--- src/rtl/multicycle_control_pkg.sv ---
// Shared encodings for the multicycle RISC-V control path: states, opcodes,
// ALU operations and datapath mux selects.
package multicycle_control_pkg;

    localparam int unsigned INSTR_W  = 32;
    localparam int unsigned STATE_W  = 4;
    localparam int unsigned OPCODE_W = 7;
    localparam int unsigned FUNCT3_W = 3;
    localparam int unsigned ULA_W    = 3;
    localparam int unsigned SEL_W    = 2;

    // FSM state encodings, also exported on the debug state port
    localparam logic [STATE_W-1:0] S_FETCH    = 4'd0;
    localparam logic [STATE_W-1:0] S_DECODE   = 4'd1;
    localparam logic [STATE_W-1:0] S_MEMADR   = 4'd2;
    localparam logic [STATE_W-1:0] S_MEMREAD  = 4'd3;
    localparam logic [STATE_W-1:0] S_MEMWB    = 4'd4;
    localparam logic [STATE_W-1:0] S_MEMWRITE = 4'd5;
    localparam logic [STATE_W-1:0] S_EXECUTER = 4'd6;
    localparam logic [STATE_W-1:0] S_EXECUTEI = 4'd7;
    localparam logic [STATE_W-1:0] S_ALUWB    = 4'd8;
    localparam logic [STATE_W-1:0] S_BEQ      = 4'd9;
    localparam logic [STATE_W-1:0] S_JAL      = 4'd10;
    localparam logic [STATE_W-1:0] S_ILLEGAL  = 4'd11;

    localparam logic [OPCODE_W-1:0] OP_LOAD   = 7'b0000011;
    localparam logic [OPCODE_W-1:0] OP_STORE  = 7'b0100011;
    localparam logic [OPCODE_W-1:0] OP_RTYPE  = 7'b0110011;
    localparam logic [OPCODE_W-1:0] OP_ITYPE  = 7'b0010011;
    localparam logic [OPCODE_W-1:0] OP_BRANCH = 7'b1100011;
    localparam logic [OPCODE_W-1:0] OP_JAL    = 7'b1101111;

    localparam logic [FUNCT3_W-1:0] F3_BEQ = 3'b000;

    // ALU operation encodings, shared with the ALU
    localparam logic [ULA_W-1:0] ULA_AND = 3'b000;
    localparam logic [ULA_W-1:0] ULA_OR  = 3'b001;
    localparam logic [ULA_W-1:0] ULA_ADD = 3'b010;
    localparam logic [ULA_W-1:0] ULA_SUB = 3'b110;
    localparam logic [ULA_W-1:0] ULA_SLT = 3'b111;

    localparam logic ADR_PC     = 1'b0;
    localparam logic ADR_ALUOUT = 1'b1;

    localparam logic [SEL_W-1:0] RES_ALUOUT    = 2'b00;
    localparam logic [SEL_W-1:0] RES_MEMDATA   = 2'b01;
    localparam logic [SEL_W-1:0] RES_ALURESULT = 2'b10;

    localparam logic [SEL_W-1:0] SRCA_PC    = 2'b00;
    localparam logic [SEL_W-1:0] SRCA_OLDPC = 2'b01;
    localparam logic [SEL_W-1:0] SRCA_RS1   = 2'b10;

    localparam logic [SEL_W-1:0] SRCB_RS2  = 2'b00;
    localparam logic [SEL_W-1:0] SRCB_IMM  = 2'b01;
    localparam logic [SEL_W-1:0] SRCB_FOUR = 2'b10;

    typedef enum logic [1:0] {
        ALUOP_ADD   = 2'b00,
        ALUOP_SUB   = 2'b01,
        ALUOP_FUNCT = 2'b10
    } aluop_t;

    // Successor of DECODE for a given opcode/funct3
    function automatic logic [STATE_W-1:0] decode_next(
        input logic [OPCODE_W-1:0] opcode,
        input logic [FUNCT3_W-1:0] funct3
    );
        logic [STATE_W-1:0] nxt;
        case (opcode)
            OP_LOAD, OP_STORE: nxt = S_MEMADR;
            OP_RTYPE:          nxt = S_EXECUTER;
            OP_ITYPE:          nxt = S_EXECUTEI;
            OP_BRANCH:         nxt = (funct3 == F3_BEQ) ? S_BEQ : S_ILLEGAL;
            OP_JAL:            nxt = S_JAL;
            default:           nxt = S_ILLEGAL;
        endcase
        return nxt;
    endfunction

endpackage

--- src/rtl/multicycle_control_alu_decoder.sv ---
// ALU operation decode from aluop class and instruction funct fields.
module alu_decoder
    import multicycle_control_pkg::*;
(
    input  aluop_t              aluop,
    input  logic [FUNCT3_W-1:0] funct3,
    input  logic                funct7b5,
    input  logic                op5,
    output logic [ULA_W-1:0]    ula_control,
    output logic                bad_funct
);

    // op5 separates R-type (SUB allowed) from I-type (funct7b5 is immediate data)
    always_comb begin
        ula_control = ULA_ADD;
        bad_funct   = 1'b0;
        case (aluop)
            ALUOP_ADD: ula_control = ULA_ADD;
            ALUOP_SUB: ula_control = ULA_SUB;
            ALUOP_FUNCT: begin
                case (funct3)
                    3'b000:  ula_control = (op5 && funct7b5) ? ULA_SUB : ULA_ADD;
                    3'b010:  ula_control = ULA_SLT;
                    3'b110:  ula_control = ULA_OR;
                    3'b111:  ula_control = ULA_AND;
                    default: bad_funct   = 1'b1;
                endcase
            end
            default: ula_control = ULA_ADD;
        endcase
    end

endmodule

--- src/rtl/multicycle_control.sv ---
// Main control FSM of a multicycle RISC-V core: sequences fetch, decode and
// per-class execute states and drives datapath enables and mux selects.
module multicycle_control
    import multicycle_control_pkg::*;
(
    input  logic                clk,
    input  logic                reset,
    input  logic [INSTR_W-1:0]  instr,
    input  logic                zero,
    output logic                pc_write,
    output logic                adr_src,
    output logic                mem_write,
    output logic                ir_write,
    output logic [SEL_W-1:0]    result_src,
    output logic [SEL_W-1:0]    alu_src_a,
    output logic [SEL_W-1:0]    alu_src_b,
    output logic                reg_write,
    output logic [ULA_W-1:0]    ula_control,
    output logic                illegal,
    output logic [STATE_W-1:0]  state
);

    logic [STATE_W-1:0]  state_q;
    logic [STATE_W-1:0]  state_d;
    logic [OPCODE_W-1:0] opcode;
    logic [FUNCT3_W-1:0] funct3;
    logic                funct7b5;
    aluop_t              aluop;
    logic                bad_funct;
    logic                pc_we;
    logic                mem_we;
    logic                ir_we;
    logic                reg_we;
    logic                illegal_st;
    logic                unused_instr_bits;

    assign opcode            = instr[6:0];
    assign funct3            = instr[14:12];
    assign funct7b5          = instr[30];
    assign unused_instr_bits = ^{instr[31], instr[29:15], instr[11:7]};

    alu_decoder u_alu_decoder (
        .aluop       (aluop),
        .funct3      (funct3),
        .funct7b5    (funct7b5),
        .op5         (opcode[5]),
        .ula_control (ula_control),
        .bad_funct   (bad_funct)
    );

    always_ff @(posedge clk) begin
        if (reset) begin
            state_q <= S_FETCH;
        end else begin
            state_q <= state_d;
        end
    end

    // Next state and Moore decode of datapath controls
    always_comb begin
        state_d    = state_q;
        pc_we      = 1'b0;
        adr_src    = ADR_PC;
        mem_we     = 1'b0;
        ir_we      = 1'b0;
        result_src = RES_ALUOUT;
        alu_src_a  = SRCA_PC;
        alu_src_b  = SRCB_RS2;
        reg_we     = 1'b0;
        aluop      = ALUOP_ADD;
        illegal_st = 1'b0;
        case (state_q)
            S_FETCH: begin
                ir_we      = 1'b1;
                pc_we      = 1'b1;
                alu_src_a  = SRCA_PC;
                alu_src_b  = SRCB_FOUR;
                result_src = RES_ALURESULT;
                state_d    = S_DECODE;
            end
            S_DECODE: begin
                // branch/jump target computed early into ALUOut
                alu_src_a = SRCA_OLDPC;
                alu_src_b = SRCB_IMM;
                state_d   = decode_next(opcode, funct3);
            end
            S_MEMADR: begin
                alu_src_a = SRCA_RS1;
                alu_src_b = SRCB_IMM;
                state_d   = (opcode == OP_LOAD) ? S_MEMREAD : S_MEMWRITE;
            end
            S_MEMREAD: begin
                adr_src = ADR_ALUOUT;
                state_d = S_MEMWB;
            end
            S_MEMWB: begin
                result_src = RES_MEMDATA;
                reg_we     = 1'b1;
                state_d    = S_FETCH;
            end
            S_MEMWRITE: begin
                adr_src = ADR_ALUOUT;
                mem_we  = 1'b1;
                state_d = S_FETCH;
            end
            S_EXECUTER: begin
                alu_src_a = SRCA_RS1;
                alu_src_b = SRCB_RS2;
                aluop     = ALUOP_FUNCT;
                state_d   = bad_funct ? S_ILLEGAL : S_ALUWB;
            end
            S_EXECUTEI: begin
                alu_src_a = SRCA_RS1;
                alu_src_b = SRCB_IMM;
                aluop     = ALUOP_FUNCT;
                state_d   = bad_funct ? S_ILLEGAL : S_ALUWB;
            end
            S_ALUWB: begin
                result_src = RES_ALUOUT;
                reg_we     = 1'b1;
                state_d    = S_FETCH;
            end
            S_BEQ: begin
                alu_src_a  = SRCA_RS1;
                alu_src_b  = SRCB_RS2;
                aluop      = ALUOP_SUB;
                result_src = RES_ALUOUT;
                pc_we      = zero;
                state_d    = S_FETCH;
            end
            S_JAL: begin
                // ALU forms the link value OldPC+4 while ALUOut holds the target
                alu_src_a  = SRCA_OLDPC;
                alu_src_b  = SRCB_FOUR;
                result_src = RES_ALUOUT;
                pc_we      = 1'b1;
                state_d    = S_ALUWB;
            end
            S_ILLEGAL: begin
                illegal_st = 1'b1;
                state_d    = S_ILLEGAL;
            end
            default: state_d = S_FETCH;
        endcase
    end

    // Reset masks every architectural side effect in the cycle it is seen
    assign pc_write  = pc_we      & ~reset;
    assign mem_write = mem_we     & ~reset;
    assign ir_write  = ir_we      & ~reset;
    assign reg_write = reg_we     & ~reset;
    assign illegal   = illegal_st & ~reset;
    assign state     = state_q;

endmodule
--- config.mk ---
export PLATFORM = sky130hd
export DESIGN_NAME = multicycle_control
export DESIGN_NICKNAME = d
export VERILOG_FILES = /design/src/rtl/multicycle_control_pkg.sv /design/src/rtl/multicycle_control_alu_decoder.sv /design/src/rtl/multicycle_control.sv
export SDC_FILE = /design/constraint.sdc
export NUM_CORES = 1
export LEC_CHECK = 0
export CORE_MARGIN = 2
export CORE_UTILIZATION = 31
export DETAILED_ROUTE_END_ITERATION = 10
export PLACE_DENSITY = 0.89
export SLEW_MARGIN = 20
export SYNTH_ARGS = -nofsm -noshare
export SYNTH_HDL_FRONTEND = slang
export SYNTH_SLANG_ARGS = --single-unit
export TNS_END_PERCENT = 30
--- constraint.sdc ---
create_clock -name clk -period 2.35 [get_ports clk]
set_input_delay 0.235 -clock clk [delete_from_list [all_inputs] [get_ports clk]]
set_output_delay 0.235 -clock clk [all_outputs]
set_load 0.01 [all_outputs]
==> flow_summary.ini <==
[status]
status = complete, no violations

[setup_path]
timing.reg2reg.setup_slack_ns = 0.73
crit_slowest_cell = clkdlybuf4s50_1
cp_max_fo = 4
worstSetupPathType = flop to primary output
critPathLaunchType = flop
cpPeakStageDelay_ns = 0.47
cp.arrival_ns = 2.06
worstPathCellList = nor2b_4 -> nand2_1 -> inv_1 -> ha_1 -> a211o_1 -> clkdlybuf4s50_1
setup.worst_path.end_class = primary output
cp_data_required_time_ns = 2.12

[synth]
syn_area_um2 = 551
synth_edf_count = 0
yosysSeqAreaShare_pct = 14.5
syn_nets = 120
yosys_register_bits = 4
yosys_warnings = 0
async_reset_ff_share_pct = 0
avgSynthCellArea_um2 = 6.63
synth_cells = 83
synth_ff_type = dfxtp_1
synth_cell_types = 36

[finish]
largest_reg_flops = 4
antenna_cells = 0
final_nets = 158
layout.cells.non_filler = 136
fin_util_pct = 58.3
layout-drive-gt1-share_pct = 14.3
syn_to_final_growth_pct = 78.9
final.fill_count = 157

[routing]
drc = 0
routedWlPerCell_um = 13.4
vias = 755
routed_via_density = 5.55
wl_um = 1830
drt-initial-drc-count = 27
drt-pass1-iter-count = 4
ant_nets = 0

[worst_hold_path]
hold_class = flop to flop

[clocking]
h-tree-depth = 1
post_cts_buffers = 0
cts_sinks = 4
cts_made_buffers = 3
clk_latency_ns = 0.24
hold_buffers = 0
root_buffer = clkbuf_4
clockBufferDepth = 2
cts_tree = done
clk_pin_slew_worst_paths_ns = 0.04

[sta]
fin_crit_sh_pct = 97.7
rsz0062_at_grt = true
tightest_slew_ns = 0.585
finalHoldViolations = 0
finalSetupTns_ns = 0
setup_viol = 0
min_period_ns = 2.30
slew_violations = 0
max_clock_freq_mhz = 436
skew_ns = 0.00187
relSlewSlack_pct = 60.7

[die]
pin_count = 54
die_area_um2 = 2130
fp-row-count = 15
initial_core_util_pct = 32.6
die_h_um = 46.1
core_um2 = 1690
die_w_um = 46.1

[grt]
grt_pass1_wl_um = 2680
track_usage_pct = 18.0
grtUsageMet3_pct = 6.67
grt-busiest-layer = met2
grtUsageMet1_pct = 20.0
grt_pass1_vias = 623
use_met2_pct = 30.8
grt_max_degree = 21
antenna_found_initial = 0
overflow = 0

[pwr]
power_density_nw_per_um2 = 523
ir_worst_vdd_uv = 317
p_leak_nw = 0.383

[placement]
gp_congestion = 0.787
portBuffers = 32
dp.final_hpwl_um = 1410
dp.cells = 133

[job]
drv_cap = 0
power breakdown:
part	internal (mW)	switching [mW]	total [mW]
registers	0.0785	0.0115	0.0899
logic	0.184	0.155	0.339
clock network	0.0572	0.0287	0.0859
total	0.320	0.195	0.515
routing by layer:
metal	wire length [um]	vias to the layer above
met5	0	-
met4	19	0
met3	109	5
met2	947	28
met1	751	343
li1	-	379
worst paths after layout:
path                               start              to  cells past startpoint
worst max-delay path            state[3]  ula_control[1]                      6
worst min-delay path            state[2]        state[1]                      3
worst max register to register  state[3]        state[0]                      6
worst min register to register  state[2]        state[1]                      3
what timing repair did:
| item | 4_1_cts | 5_1_grt |
|---|---|---|
| gates resized for setup | 5 | 8 |
| hold endpoints to repair | 0 | 0 |
| setup endpoints to repair | 3 | 3 |
stage by stage:
stage	hold slack [ns]	setup WS, ns	total power [mW]	instance area [um^2]
final	0.635	0.0543	0.515	985
after global placement	0.675	0.143	0.406	915
after global routing	0.676	-0.0218	0.555	985
after CTS	0.652	0.0516	0.507	948
after detailed placement	0.696	0.119	0.413	915
after floorplan	0.308	0.389	0.250	551
layout by cell type (no fill, tap or decap), types with 2 or more instances in the layout:
cell / synthesis / layout
a21oi_1: 6 / 6
buf_4: 0 / 5
clkbuf_4: 0 / 3
clkdlybuf4s50_1: 0 / 30
dfxtp_1: 4 / 3
inv_1: 3 / 3
nand2_1: 6 / 6
nand2b_1: 5 / 5
nand4_1: 2 / 2
nor2_1: 9 / 9
nor2b_1: 6 / 4
nor2b_4: 0 / 2
nor3_1: 5 / 5
nor4_1: 3 / 3
o21ai_0: 3 / 3
or3_1: 2 / 2
cells in the mapped netlist (3+ instances only):
cell | number | area share, %
nand2b_1 | 5 | 5.7
a21oi_1 | 6 | 5.5
nor2b_1 | 6 | 6.8
buf_2 | 3 | 2.7
dfxtp_1 | 4 | 15
nor3_1 | 5 | 4.5
nor4b_1 | 3 | 4.8
inv_1 | 3 | 2.0
nor4_1 | 3 | 3.4
nand2_1 | 6 | 4.1
nor2_1 | 9 | 6.1
o21ai_0 | 3 | 2.7
cells by family after synthesis:
kind of cell / share of synthesized area [%]
AOI/OAI and AO/OA: 20.7
DFF: 14.5
buffers and inverters: 6.13
adders and majority gates: 4.54
muxes: 1.82
xor gates and xnor gates: 1.59
and+or+nand+nor: 50.7
layout make-up:
class | count | area (um^2) | area share (%)
clock buffer | 3 | 22.5 | 2.29
inverter | 3 | 11.3 | 1.14
multi-input combinational | 71 | 475 | 48.3
sequential | 4 | 83.8 | 8.51
tap | 17 | 21.3 | 2.16
timing repair buffer | 38 | 370 | 37.6
critical path: cells and delay by family (launching register included):
family / cells / cell delay, ns
buffers and inverters: 2 / 0.56
flip-flops: 1 / 0.42
AND/OR/NAND/NOR: 2 / 0.31
AO/OA/AOI/OAI: 1 / 0.27
adder cells (fa/ha/maj): 1 / 0.25
Power figures use the tool's default switching activity.
